### src/rtl/if_pkg.sv
// Shared types and constants for the IF-stage fetch controller.
//   fetch_state_e        : fetch controller states
//   PC_INC               : PC increment per fetched instruction (bytes)
//   DEFAULT_RESET_VECTOR : PC loaded on reset unless overridden
//   IF_ADDR_W/IF_DATA_W  : default address / instruction widths
package if_pkg;

    localparam int unsigned IF_ADDR_W = 32;
    localparam int unsigned IF_DATA_W = 32;
    localparam int unsigned PC_INC    = 4;

    localparam logic [IF_ADDR_W-1:0] DEFAULT_RESET_VECTOR = 32'hBFC0_0000;

    // S_FETCH: requesting/accepting; S_FULL: output and skid both occupied;
    // S_FLUSH: waiting out a fetch that a redirect made stale.
    typedef enum logic [1:0] {
        S_FETCH = 2'd0,
        S_FULL  = 2'd1,
        S_FLUSH = 2'd2
    } fetch_state_e;

endpackage : if_pkg

### src/rtl/if_fetch_skid.sv
// One-entry skid buffer holding a fetched {instr, pc} pair while ID stalls.
// Ports:
//   clk_i, rst_ni      : clock, async active-low reset
//   load_i             : capture instr_i/pc_i, mark full
//   unload_i           : entry consumed, mark empty
//   clear_i            : drop the entry (redirect), wins over load/unload
//   instr_i, pc_i      : entry to capture
//   full_o             : entry valid
//   instr_o, pc_o      : held entry
module if_fetch_skid
    import if_pkg::*;
#(
    parameter int unsigned ADDR_W = IF_ADDR_W,
    parameter int unsigned DATA_W = IF_DATA_W
) (
    input  logic              clk_i,
    input  logic              rst_ni,
    input  logic              load_i,
    input  logic              unload_i,
    input  logic              clear_i,
    input  logic [DATA_W-1:0] instr_i,
    input  logic [ADDR_W-1:0] pc_i,
    output logic              full_o,
    output logic [DATA_W-1:0] instr_o,
    output logic [ADDR_W-1:0] pc_o
);

    logic              full_q,  full_d;
    logic [DATA_W-1:0] instr_q, instr_d;
    logic [ADDR_W-1:0] pc_q,    pc_d;

    // Next-entry selection: clear > load > unload.
    always_comb begin
        full_d  = full_q;
        instr_d = instr_q;
        pc_d    = pc_q;
        if (clear_i) begin
            full_d = 1'b0;
        end else if (load_i) begin
            full_d  = 1'b1;
            instr_d = instr_i;
            pc_d    = pc_i;
        end else if (unload_i) begin
            full_d = 1'b0;
        end
    end

    // Entry storage.
    always_ff @(posedge clk_i or negedge rst_ni) begin
        if (!rst_ni) begin
            full_q  <= 1'b0;
            instr_q <= '0;
            pc_q    <= '0;
        end else begin
            full_q  <= full_d;
            instr_q <= instr_d;
            pc_q    <= pc_d;
        end
    end

    assign full_o  = full_q;
    assign instr_o = instr_q;
    assign pc_o    = pc_q;

endmodule : if_fetch_skid

### src/rtl/if_fetch_ctrl.sv
// Instruction-fetch controller for the IF stage: owns the PC, drives the
// instruction-memory request handshake, and presents fetched instructions
// (with PC and PC+4) to ID, absorbing one cycle of ID back-pressure in a skid
// buffer and discarding in-flight fetches on branch/jump redirects.
// Ports:
//   i_clk, i_rst_n        : clock, async active-low reset
//   o_imem_req/o_imem_addr: fetch request and word-aligned address
//   i_imem_ack/i_imem_rdata: request accepted, instruction returned same cycle
//   i_id_stall            : ID holds the output register
//   i_redirect/_addr      : one-cycle taken branch/jump and its target
//   o_valid/o_instr/o_pc/o_pcadd4 : instruction presented to ID
//   o_addr_exc            : only with IF_ADDR_EXC_EN; misaligned redirect seen
// Build option: define IF_ADDR_EXC_EN to flag misaligned redirect targets and
// halt fetching until the next redirect; otherwise targets are silently aligned.
module if_fetch_ctrl
    import if_pkg::*;
#(
    parameter int unsigned       ADDR_W       = IF_ADDR_W,
    parameter int unsigned       DATA_W       = IF_DATA_W,
    parameter logic [ADDR_W-1:0] RESET_VECTOR = ADDR_W'(DEFAULT_RESET_VECTOR)
) (
    input  logic              i_clk,
    input  logic              i_rst_n,
    output logic              o_imem_req,
    output logic [ADDR_W-1:0] o_imem_addr,
    input  logic              i_imem_ack,
    input  logic [DATA_W-1:0] i_imem_rdata,
    input  logic              i_id_stall,
    input  logic              i_redirect,
    input  logic [ADDR_W-1:0] i_redirect_addr,
    output logic              o_valid,
    output logic [DATA_W-1:0] o_instr,
    output logic [ADDR_W-1:0] o_pc,
`ifdef IF_ADDR_EXC_EN
    output logic [ADDR_W-1:0] o_pcadd4,
    output logic              o_addr_exc
`else
    output logic [ADDR_W-1:0] o_pcadd4
`endif
);

    localparam logic [ADDR_W-1:0] ALIGN_MASK = ~ADDR_W'(3);
    localparam logic [ADDR_W-1:0] PC_STEP    = ADDR_W'(PC_INC);

    fetch_state_e      state_q, state_d;
    logic [ADDR_W-1:0] pc_q,    pc_d;
    logic [ADDR_W-1:0] addr_q,  addr_d;
    logic              req_q,   req_d;
    logic              valid_q, valid_d;
    logic [DATA_W-1:0] instr_q, instr_d;
    logic [ADDR_W-1:0] opc_q,   opc_d;
    logic [ADDR_W-1:0] opc4_q,  opc4_d;
`ifdef IF_ADDR_EXC_EN
    logic              exc_q,   exc_d;
`endif

    logic              ack_c;
    logic              consume_c;
    logic              skid_load, skid_unload, skid_clear;
    logic              skid_full;
    logic [DATA_W-1:0] skid_instr;
    logic [ADDR_W-1:0] skid_pc;

    // An ack only counts against a request actually on the bus.
    assign ack_c     = req_q && i_imem_ack;
    assign consume_c = valid_q && !i_id_stall;

    if_fetch_skid #(
        .ADDR_W (ADDR_W),
        .DATA_W (DATA_W)
    ) u_skid (
        .clk_i    (i_clk),
        .rst_ni   (i_rst_n),
        .load_i   (skid_load),
        .unload_i (skid_unload),
        .clear_i  (skid_clear),
        .instr_i  (i_imem_rdata),
        .pc_i     (pc_q),
        .full_o   (skid_full),
        .instr_o  (skid_instr),
        .pc_o     (skid_pc)
    );

    // Next-state, PC and output-register update.
    always_comb begin
        state_d     = state_q;
        pc_d        = pc_q;
        valid_d     = valid_q;
        instr_d     = instr_q;
        opc_d       = opc_q;
        opc4_d      = opc4_q;
        skid_load   = 1'b0;
        skid_unload = 1'b0;
        skid_clear  = 1'b0;
`ifdef IF_ADDR_EXC_EN
        exc_d       = exc_q;
`endif

        if (i_redirect) begin
            // Redirect beats stall and ack; a same-cycle ack is dropped.
            pc_d       = i_redirect_addr & ALIGN_MASK;
            valid_d    = 1'b0;
            skid_clear = 1'b1;
            state_d    = (req_q && !i_imem_ack) ? S_FLUSH : S_FETCH;
`ifdef IF_ADDR_EXC_EN
            exc_d = (i_redirect_addr[1:0] != 2'b00);
            if (exc_d) begin
                state_d = S_FETCH;
            end
`endif
        end else begin
            case (state_q)
                S_FETCH: begin
                    if (ack_c) begin
                        pc_d = pc_q + PC_STEP;
                        if (!valid_q || !i_id_stall) begin
                            valid_d = 1'b1;
                            instr_d = i_imem_rdata;
                            opc_d   = pc_q;
                            opc4_d  = pc_q + PC_STEP;
                        end else begin
                            skid_load = 1'b1;
                            state_d   = S_FULL;
                        end
                    end else if (consume_c) begin
                        valid_d = 1'b0;
                    end
                end
                S_FULL: begin
                    if (consume_c) begin
                        instr_d     = skid_instr;
                        opc_d       = skid_pc;
                        opc4_d      = skid_pc + PC_STEP;
                        skid_unload = 1'b1;
                        state_d     = S_FETCH;
                    end
                end
                S_FLUSH: begin
                    // Stale data is discarded; pc already holds the target.
                    if (ack_c) begin
                        state_d = S_FETCH;
                    end
                    if (consume_c) begin
                        valid_d = 1'b0;
                    end
                end
                default: begin
                    state_d = S_FETCH;
                end
            endcase
        end

        // A flushing request keeps its stale address until acked.
        addr_d = (state_d == S_FLUSH) ? addr_q : pc_d;
`ifdef IF_ADDR_EXC_EN
        req_d  = (state_d != S_FULL) && !exc_d;
`else
        req_d  = (state_d != S_FULL);
`endif
    end

    // State and output registers; req stays low through reset.
    always_ff @(posedge i_clk or negedge i_rst_n) begin
        if (!i_rst_n) begin
            state_q <= S_FETCH;
            pc_q    <= RESET_VECTOR;
            addr_q  <= RESET_VECTOR;
            req_q   <= 1'b0;
            valid_q <= 1'b0;
            instr_q <= '0;
            opc_q   <= '0;
            opc4_q  <= PC_STEP;
        end else begin
            state_q <= state_d;
            pc_q    <= pc_d;
            addr_q  <= addr_d;
            req_q   <= req_d;
            valid_q <= valid_d;
            instr_q <= instr_d;
            opc_q   <= opc_d;
            opc4_q  <= opc4_d;
        end
    end

`ifdef IF_ADDR_EXC_EN
    // Misaligned-redirect flag, cleared only by the next redirect.
    always_ff @(posedge i_clk or negedge i_rst_n) begin
        if (!i_rst_n) begin
            exc_q <= 1'b0;
        end else begin
            exc_q <= exc_d;
        end
    end

    assign o_addr_exc = exc_q;
`endif

    assign o_imem_req  = req_q;
    assign o_imem_addr = addr_q;
    assign o_valid     = valid_q;
    assign o_instr     = instr_q;
    assign o_pc        = opc_q;
    assign o_pcadd4    = opc4_q;

endmodule : if_fetch_ctrl

### config.mk
export PLATFORM = sky130hd
export DESIGN_NAME = if_fetch_ctrl
export DESIGN_NICKNAME = d
export VERILOG_FILES = /design/src/rtl/if_pkg.sv /design/src/rtl/if_fetch_skid.sv /design/src/rtl/if_fetch_ctrl.sv
export SDC_FILE = /design/constraint.sdc
export NUM_CORES = 1
export LEC_CHECK = 0
export CORE_ASPECT_RATIO = 0.7
export CORE_MARGIN = 2
export CORE_UTILIZATION = 40
export CTS_CLUSTER_DIAMETER = 80
export CTS_CLUSTER_SIZE = 16
export DETAILED_ROUTE_END_ITERATION = 8
export PLACE_DENSITY = 0.66
export SETUP_SLACK_MARGIN = 0.15
export SLEW_MARGIN = 20
export SYNTH_ARGS = -nofsm -noshare
export SYNTH_HDL_FRONTEND = slang
export SYNTH_SLANG_ARGS = --single-unit
### constraint.sdc
create_clock -name i_clk -period 2.42 [get_ports i_clk]
set_input_delay 0.242 -clock i_clk [delete_from_list [all_inputs] [get_ports i_clk]]
set_output_delay 0.242 -clock i_clk [all_outputs]
set_load 0.03 [all_outputs]
==> out/metrics.csv, run 1 <==
stage;metric;value;unit
synth;netlist.area_leader.share;0.467;
critical_path;path_delay_family;compound AO/OA/AOI/OAI gates;
place;numPortBuffers;196;
clock_tree;h-tree-depth;1;
critical_path;regToRegSetupSlack;0.20;ns
synth;synth-edff-count;0;
die;core_area;0.0270;mm2
critical_path;cp-start-kind;flop;
clock_tree;clk_path_buf_depth;3;
hold_path;hold_class;primary input to flop;
place;post-place-ws;-0.0578;ns
sta;final.setup.worst_slack;0.199;ns
route;wl_per_cell;19.0;um
die;die_y;143;um
sta;fin_crit_sh;0.918;
clock_tree;cts_inserted_buffers;18;
route;vias;9435;
synth;yosys-top-cells-area;dfrtp_1 (47%), nand2_1 (7.0%), mux2_2 (6.3%), dfstp_2 (4.5%), a31oi_1 (3.9%);
critical_path;crit_buf_inv;1;
global_route;grt_pass1_vias;9181;
synth;syn_inst;1135;
route;first_pass_iters;5;
die;rows;50;
synth;ys_seq_elements;226;
sta;tightest_slew;0.765;ns
sta;min_period;2.22;ns
sta;drv_slew;0;
hold_path;holdPathStages;2;
layout;drive_gt1_frac;0.157;
clock_tree;clk_latency;0.50;ns
route;drt-initial-drc-count;720;
layout;post-route-util;0.536;
sta;fin_skew;0.0179;ns
synth;synthArstFlopShare;1.00;
synth;synth_nets;1206;
route;wl;32700;um
route;avgViaCountPerCell;5.49;
synth;synth_seq_area_share;0.512;
die;die_w;203;um
global_route;grt_usage;0.229;
layout;nets;1413;
flow_run;cap_violations;0;
die;dieArea;0.0291;mm2
critical_path;cp_max_fo;5;
power;vdd_drop_max;0.415;mV
die;initial_core_util;0.411;
synth;synth_cell_types;65;
synth;synth_area;0.0111;mm2
clock_tree;cts_sinks;226;
critical_path;cp_cell_sequence;buf_4 -> and3_1 -> nand4_1 -> o311a_1 -> a221o_1 -> mux2_2;
critical_path;cp.required;2.85;ns
critical_path;r2r_start;pc_q[2];
global_route;antenna_found_initial;0;
power;p_leak;5.92;nW
critical_path;slowest_stage;dfrtp_1;
synth;yosys_warnings;0;
critical_path;critical_path_class;flop to flop;
critical_path;max_stage_delay;0.51;ns
route;drt.antenna.violating_nets;0;
place;place_congestion;0.892;
critical_path;r2r-end;o_imem_addr[25];
sta;setup_violations;0;
sta;fmax;450;MHz
die;ioPinCount;199;
route;drc;0;
outcome;status;completed;
layout;area_growth;30.6;%
critical_path;end_kind;flop;
critical_path;reg2reg_depth;6;
synth;synth.largest_area_cell;dfrtp_1;
synth;ys.flop_type;dfrtp_1;
global_route;grt-ovfl-total;0;
layout;n_antenna_cell;0;
synth;avgSynthCellArea;9.78;um2
critical_path;arrival;2.65;ns
hold_path;worst_hold_path.endpoint;o_valid;
place;dpl.hpwl;23800;um
clock_tree;clk_pin_slew;0.08;ns
clock_tree;cts_tree;done;
hold_path;min_from;i_redirect;
clock_tree;cts_root_buffer;clkbuf_16;
global_route;grt_max_degree;91;
sta;hold_violations;0;
power;power.density;837;mW/mm2
sta;slew_headroom;0.490;
sta;rsz0062_at_grt;false;
global_route;grt_pass1_wl;52300;um
layout make-up:
cell class	count	area, um2
repair buffers	280	2740
multi-input cells	803	5030
clock buffers	31	520
inverters	13	48.8
clock inverters	1	16.3
well taps	364	455
flip-flops and latches	226	5680
fillers	2501	12500
worst max-delay path by stage:
stage	startpoint	end	slack, ns	depth (start not counted)
2_1_floorplan	o_imem_req	u_skid.instr_o[10]	0.22	7
6_report	pc_q[2]	o_imem_addr[25]	0.20	6
3_3_place_gp	i_imem_ack	o_imem_addr[26]	0.04	7
3_5_place_dp	i_imem_ack	o_imem_addr[24]	-0.06	7
5_1_grt	pc_q[22]	o_imem_addr[26]	0.15	5
4_1_cts	pc_q[5]	o_imem_addr[24]	0.20	5
per-stage QoR:
step           hold WS (ns)  instance area [um2]  cells  total power, mW  TNS (ns)
2_1_floorplan       -0.0536                11100   1135             7.47         0
3_3_place_gp          0.130                13900   1683             9.23         0
3_5_place_dp          0.130                13900   1683             9.30    -0.137
4_1_cts               0.110                14400   1716             12.2         0
5_1_grt               0.128                14500   1718             12.8         0
6_report              0.123                14500   1718             12.1         0
cell usage after synthesis (all sizes together), types with 29 or more instances:
cell and instances:
dfrtp 207, nand2 206, nor2 105, mux2 88, a31oi 70, clkbuf 50, buf 43, o21ai 40
xnor2 36, nand3 34, nand4 29
flip-flops by register name, summed over array words and instances (netlist names):
signal	flops
o_pc	32
state_q	2
u_skid.pc_o	32
o_imem_addr	32
o_imem_req	1
o_instr	32
o_pcadd4	30
u_skid.instr_o	32
o_valid	1
pc_q	32
layout by cell type (no fill, tap or decap), types with 5 or more instances in the layout:
cell type	synthesis	layout
clkdlybuf4s50_1	0	194
nor4_1	18	18
clkbuf_16	0	19
o31ai_1	6	6
xor2_1	22	22
o21ai_1	11	10
nand4_1	27	27
a211oi_1	6	6
and4_1	9	9
mux2_2	62	62
a21oi_1	22	21
inv_1	13	13
o221ai_1	5	5
dfstp_2	19	19
a31oi_1	70	69
nand3_1	30	30
o21ai_0	29	29
nor3_1	21	21
a221o_1	6	6
mux2_1	26	26
buf_4	6	71
nor2_1	105	105
xnor2_1	36	36
mux2i_1	6	6
and3_1	8	8
dfrtp_1	207	203
nand2_1	206	206
clkbuf_1	50	12
buf_12	0	11
repair_timing:
item                                    in CTS  in global routing
setup buffers                                0                  2
endpoints found under the setup margin       0                 15
endpoints found under the hold margin       81                  0
hold buffers                                 1                  0
resized for setup                            0                 10
worst reg2reg max path: cells and delay by family (launching register included):
kind | cells | cell delay, ns
mux | 1 | 0.27
simple gates | 2 | 0.53
buf+inv | 1 | 0.19
compound gates | 2 | 0.65
flops | 1 | 0.51
power breakdown:
group	internal (mW)	switching, mW	leakage (nW)
Combinational	1.72	2.12	2.98
Clock	1.48	1.42	0.256
Sequential	4.63	0.754	2.68
routing by layer:
metal / share of wire / track usage
met5: 0 / 0
met1: 0.47 / 0.348
met4: 0.018 / 0.0438
met3: 0.068 / 0.0327
met2: 0.44 / 0.349
logic make-up after synthesis:
family	count (synthesis)	synth area share
AO/OA/AOI/OAI	178	0.103
XOR/XNOR	58	0.0458
adder cells (fa/ha/maj)	2	0.00225
buffers and inverters	106	0.0409
flip-flops	226	0.512
multiplexers	94	0.0947
AND/OR/NAND/NOR	471	0.201
Note: power is estimated with default switching activity, not from simulation.
==> inputs of run 2 (changes only) <==
--- a/config.mk
+++ b/config.mk
@@ -8,9 +8,11 @@
 export CORE_ASPECT_RATIO = 0.7
 export CORE_MARGIN = 2
 export CORE_UTILIZATION = 40
+export CTS_BUF_LIST = sky130_fd_sc_hd__clkbuf_8
 export CTS_CLUSTER_DIAMETER = 80
 export CTS_CLUSTER_SIZE = 16
 export DETAILED_ROUTE_END_ITERATION = 8
+export GPL_TIMING_DRIVEN = 1
 export PLACE_DENSITY = 0.66
 export SETUP_SLACK_MARGIN = 0.15
 export SLEW_MARGIN = 20
==> run 2 against run 1 <==
Clock skew increased by 0.014 ns. Clock power fell by 28%. Sequential share of layout area rose by 0.58 points. Register-to-register slack about the same. Final cell count about the same. Design area is 1.5% lower. Largest cell class unchanged.
==> out/metrics.csv, run 2 (synthesized netlist as in run 1, its figures left out) <==
stage;metric;value;unit;change
clock_tree;clk_latency;0.55;ns;+0.05 ns
critical_path;cp-start-kind;flop;;
power;power.density;792;mW/mm2;-5.4%
clock_tree;h-tree-depth;1;;unchanged
power;p_leak;5.88;nW;-0.74%
clock_tree;cts_inserted_buffers;18;;unchanged
sta;finalHoldWorstSlack;0.0751;ns;-0.0480 ns
sta;tns;0;ns;unchanged
die;die_y;143;um;unchanged
place;post-place-ws;-0.0578;ns;unchanged
layout;drive_gt1_frac;0.157;;about the same
flow_run;cap_violations;0;;unchanged
route;wl;32700;um;about the same
sta;rsz0062_at_grt;true;;
power;p_int;7.10;mW;-9.4%
global_route;grt_pass1_wl;52000;um;-0.54%
clock_tree;cts_tree;done;;
outcome;status;completed;;
route;first_pass_iters;5;;unchanged
clock_tree;cts_sinks;226;;unchanged
route;drt.antenna.violating_nets;0;;unchanged
power;p_comb_frac;0.340;;+0.024
power;p_sw;4.21;mW;-2.1%
global_route;grt_usage;0.228;;-0.00106
hold_path;hold_class;primary input to flop;;
critical_path;cp.required;2.91;ns;+0.06 ns
sta;slew_headroom;0.479;;-0.0107
critical_path;r2r_start;pc_q[2];;
global_route;grt-ovfl-total;0;;unchanged
hold_path;min_from;i_redirect;;
layout;nets;1414;;+0.071%
route;vias;9432;;-0.032%
place;numPortBuffers;196;;unchanged
place;dpl.hpwl;23800;um;unchanged
global_route;grt_max_degree;91;;unchanged
sta;fmax;452;MHz;+0.34%
power;vdd_drop_max;0.525;mV;+26%
clock_tree;clk_path_buf_depth;3;;unchanged
critical_path;critical_path_class;flop to flop;;
die;initial_core_util;0.411;;unchanged
die;core_area;0.0270;mm2;unchanged
global_route;grt_pass1_vias;9167;;-0.15%
route;drt-initial-drc-count;711;;-1.3%
layout;area_growth;28.7;%;
sta;tightest_slew;0.781;ns;+0.0160 ns
power;swShare;0.372;;+0.0180
sta;fin_skew;0.0316;ns;+0.0137 ns
layout;layout_commonest_cell;nand2_1;;
critical_path;cp_max_fo;5;;unchanged
route;wl_per_cell;19.0;um;-0.16%
power;clkPwrFrac;0.185;;-0.055
power;power;11.3;mW;-6.8%
critical_path;arrival;2.70;ns;+0.05 ns
clock_tree;clk_pin_slew;0.12;ns;+0.04 ns
die;rows;50;;unchanged
die;ioPinCount;199;;unchanged
route;avgViaCountPerCell;5.49;;about the same
layout;n_antenna_cell;0;;unchanged
route;drc;0;;unchanged
sta;fin_crit_sh;0.915;;-0.00308
clock_tree;cts_root_buffer;clkbuf_8;;
sta;hold_violations;0;;unchanged
sta;setup_violations;0;;unchanged
sta;drv_slew;0;;unchanged
critical_path;startpoint;pc_q[2];;
layout;final_cell_mix;nand2_1 (206), dfrtp_1 (203), clkdlybuf4s50_1 (194), nor2_1 (105), buf_4 (72);;
sta;final.setup.worst_slack;0.206;ns;+0.00746 ns
die;dieArea;0.0291;mm2;unchanged
global_route;antenna_found_initial;0;;unchanged
sta;min_period;2.21;ns;-0.00746 ns
place;place_congestion;0.892;;unchanged
power;seqPwrFrac;0.476;;+0.032
critical_path;end_kind;flop;;
die;die_w;203;um;unchanged
## run 2: per-stage QoR
stage | cells | instance area [um2] | util
after global routing | 1719 | 14300 | 0.528
after CTS | 1716 | 14200 | 0.527
final | 1719 | 14300 | 0.528
after detailed placement | 1683 | 13900 | 0.514
after floorplan | 1135 | 11100 | -
after global placement | 1683 | 13900 | 0.514
## run 2: worst max-delay path, stage by stage, from the launching register on
cell     delay [ns]
dfrtp_1        0.51
buf_4          0.18
and3_1         0.29
nand4_1        0.25
o311a_1        0.36
a221o_1        0.29
mux2_2         0.27
## run 2: path summary, 6_finish.rpt
path,end,slack (ns),depth (start not counted)
worst max-delay path,o_imem_addr[25],0.21,6
worst min-delay path,o_valid,0.08,2
worst max register to register,o_imem_addr[25],0.21,6
worst min register to register,o_pcadd4[2],0.46,2
max in group asynchronous,u_skid.pc_o[27],1.40,3
min in group asynchronous,pc_q[7],0.16,2
## run 2: cell type report
class,instances,area (um2)
fillers,2522,12700
flip-flops and latches,226,5680
multi-input cells,803,5020
repair buffers,281,2740
well taps,364,455
clock buffers,19,262
clock inverters,13,61.3
inverters,13,48.8
## run 2: power by group through the flow
stage	combinational [mW]	clock, mW	sequential [mW]
6_report	3.84	2.09	5.38
5_1_grt	4.12	2.31	5.50
4_1_cts	3.87	2.17	5.37
3_5_place_dp	3.86	0	5.44
3_3_place_gp	3.81	0	5.42
2_1_floorplan	1.31	0	6.15
## run 2: repair_timing
item                                    4_1_cts  5_1_grt
resized for setup                             0        9
endpoints found under the hold margin       184        0
endpoints found under the setup margin        0       34
buffers inserted                              0        3
hold buffers                                  1        0
## run 2: routing by layer
metal | track usage | wire (um) | vias to the layer above
li1 | - | - | 4390
met1 | 0.347 | 15700 | 4704
met2 | 0.346 | 14300 | 293
met3 | 0.0317 | 2020 | 45
met4 | 0.0449 | 624 | 0
met5 | 0 | 0 | -
==> inputs of run 3 (changes only) <==
--- a/config.mk
+++ b/config.mk
@@ -10,11 +10,10 @@
 export CORE_UTILIZATION = 40
 export CTS_BUF_LIST = sky130_fd_sc_hd__clkbuf_8
 export CTS_CLUSTER_DIAMETER = 80
-export CTS_CLUSTER_SIZE = 16
+export CTS_CLUSTER_SIZE = 24
 export DETAILED_ROUTE_END_ITERATION = 8
 export GPL_TIMING_DRIVEN = 1
 export PLACE_DENSITY = 0.66
-export SETUP_SLACK_MARGIN = 0.15
 export SLEW_MARGIN = 20
 export SYNTH_ARGS = -nofsm -noshare
 export SYNTH_HDL_FRONTEND = slang
==> constraint.sdc (replaced) <==
create_clock -name i_clk -period 2.42 [get_ports i_clk]
set_input_delay 0.242 -clock i_clk [delete_from_list [all_inputs] [get_ports i_clk]]
set_output_delay 0.242 -clock i_clk [all_outputs]
set_load 0.1 [all_outputs]
==> run 3 against run 2 <==
Sequential cell count unchanged. Hold slack better by 0.11 ns. Die area stayed put. Largest power group is now combinational cells. First-iteration DRC count fell by 3.2%. Worst setup slack got worse by 0.093 ns. Clock power fell by 3%. Critical path type unchanged. Critical path depth rose by 1. Combinational power grew 65%.
==> out/metrics.csv, run 3 (synthesized netlist as in run 1, its figures left out) <==
stage;metric;value;unit;change
sta;fin_crit_sh;0.953;;+0.0383
route;drt.antenna.violating_nets;0;;unchanged
route;drc;0;;unchanged
sta;slew_headroom;0.507;;+0.0276
place;postPlaceCellArea;0.0136;mm2;-2.3%
layout;fin_cells;1703;;-0.93%
clock_tree;cts_sinks;226;;unchanged
global_route;antenna_found_initial;0;;unchanged
critical_path;arrival;2.70;ns;about the same
sta;hold_violations;0;;unchanged
clock_tree;clk_path_buf_depth;3;;unchanged
global_route;grt_pass1_wl;49900;um;-4.2%
place;dp_cells;1680;;-0.18%
layout;multi_input_area;0.00501;mm2;-0.35%
sta;min_period;2.31;ns;+0.0927 ns
clock_tree;cts_root_buffer;clkbuf_8;;
sta;rsz0062_at_grt;false;;
die;die_w;203;um;unchanged
die;ioPinCount;199;;unchanged
clock_tree;h-tree-depth;1;;unchanged
flow_run;cap_violations;0;;unchanged
route;wl_per_cell;18.5;um;-2.9%
critical_path;max_stage_delay;0.44;ns;-0.07 ns
layout;fill_cells;2550;;+1.1%
place;numPortBuffers;196;;unchanged
critical_path;startpoint;u_skid.pc_o[2];;
layout;drive_gt1_frac;0.245;;+0.0878
sta;fmax;434;MHz;-4.0%
global_route;grt-ovfl-total;0;;unchanged
hold_path;hold_class;primary input to async pin;;
critical_path;cp_max_fo;6;;+1
layout;nets;1404;;-0.71%
die;dieArea;0.0291;mm2;unchanged
outcome;status;completed;;
sta;drv_slew;0;;unchanged
layout;area_growth;25.1;%;
clock_tree;clk_latency;0.54;ns;about the same
place;dpl.hpwl;23100;um;-2.9%
route;drt-initial-drc-count;688;;-3.2%
place;place_congestion;0.885;;-0.84%
route;vias;9342;;-0.95%
power;p_leak;5.93;nW;+0.93%
critical_path;slowest_stage;dfrtp_1;;
layout;final_cell_mix;nand2_1 (206), dfrtp_1 (206), buf_4 (195), nor2_1 (105), a31oi_1 (70);;
power;power.density;990;mW/mm2;+25%
power;vdd_drop_max;0.918;mV;+75%
die;initial_core_util;0.411;;unchanged
die;core_area;0.0270;mm2;unchanged
clock_tree;cts_tree;done;;
critical_path;r2r_start;u_skid.pc_o[2];;
layout;n_antenna_cell;0;;unchanged
critical_path;r2r-end;o_pcadd4[16];;
route;wl;31500;um;-3.8%
route;avgViaCountPerCell;5.49;;about the same
global_route;grt_pass1_vias;8938;;-2.5%
layout;regArea;0.00568;mm2;about the same
critical_path;critical_path_class;flop to flop;;
layout;fin_area;0.0139;mm2;-2.8%
sta;tns;0;ns;unchanged
sta;finalHoldWorstSlack;0.183;ns;+0.108 ns
die;rows;50;;unchanged
die;die_y;143;um;unchanged
global_route;grt_max_degree;67;;-26%
sta;setup_violations;0;;unchanged
critical_path;regToRegSetupSlack;0.11;ns;-0.09 ns
clock_tree;cts_inserted_buffers;13;;-5
global_route;grt_usage;0.216;;-0.0116
critical_path;reg2reg_depth;7;;+1
critical_path;cp.required;2.82;ns;-0.09 ns
critical_path;end_kind;flop;;
sta;tightest_slew;0.739;ns;-0.0422 ns
route;first_pass_iters;7;;+2
critical_path;cp-start-kind;flop;;
critical_path;cp_cell_sequence;ha_1 -> and4_1 -> nand4_1 -> buf_4 -> xnor2_1 -> mux2i_1 -> o21ai_1;;
sta;fin_skew;0.0447;ns;+0.0131 ns
clock_tree;clk_pin_slew;0.14;ns;+0.02 ns
==> run 3: cell count changes in the layout (fill, tap and decap cells not counted), moves of 2 or more <==
cell and delta:
clkdlybuf4s50_1 -130, buf_12 +2, inv_1 -7, buf_4 +123, dfrtp_1 +3, bufinv_16 +3
clkbuf_8 -6, dfrtp_2 -3
==> run 3: stage by stage <==
step / total power, mW / worst slack, ns / util
global route: 14.3 / 0.0352 / 0.514
global placement: 11.7 / 0.0151 / 0.502
finish: 13.8 / 0.113 / 0.514
detailed placement: 11.8 / -0.00697 / 0.502
CTS: 13.9 / 0.191 / 0.514
floorplan: 10.1 / 0.0171 / -
==> run 3: final cells by class <==
cell class                 count  area share
clock inverter                 8     0.00784
multi-input combinational    803       0.361
clock buffer                  13      0.0129
timing repair buffer         276       0.173
tap                          364      0.0328
inverter                      13     0.00351
sequential                   226       0.409
==> run 3: critical path, delay by kind of cell (launching register included) <==
kind / cells / cell delay (ns)
XOR/XNOR: 1 / 0.13
AO/OA/AOI/OAI: 1 / 0.10
flip-flops: 1 / 0.44
AND/OR/NAND/NOR: 2 / 0.65
multiplexers: 1 / 0.33
adder cells (fa/ha/maj): 1 / 0.23
buffers and inverters: 1 / 0.30
==> run 3: how the worst max path moves through the flow <==
| stage | to | slack [ns] | cells past startpoint |
|---|---|---|---|
| 2_1_floorplan | u_skid.instr_o[10] | 0.02 | 7 |
| 3_3_place_gp | o_imem_addr[27] | 0.02 | 7 |
| 3_5_place_dp | o_imem_addr[22] | -0.007 | 7 |
| 4_1_cts | o_imem_addr[27] | 0.19 | 6 |
| 5_1_grt | o_imem_addr[27] | 0.04 | 6 |
| 6_report | o_pcadd4[16] | 0.11 | 7 |
==> run 3: where the power goes <==
part | switching (mW) | internal (mW) | leakage, nW
clock | 1.20 | 0.834 | 0.163
sequential | 0.754 | 4.62 | 2.68
combinational | 4.81 | 1.53 | 3.09
==> run 3: per-layer routing <==
layer / track usage / part of all wire / vias up
li1: - / - / 4377
met2: 0.333 / 0.44 / 305
met4: 0.0307 / 0.012 / 0
met1: 0.324 / 0.48 / 4631
met5: 0 / 0 / -
met3: 0.0385 / 0.071 / 29
==> run 3: repair_timing <==
action                    4_1_cts  5_1_grt
hold buffers                    2        0
setup buffers                   0        0
hold endpoints to repair      139        0
resized for setup               0        0
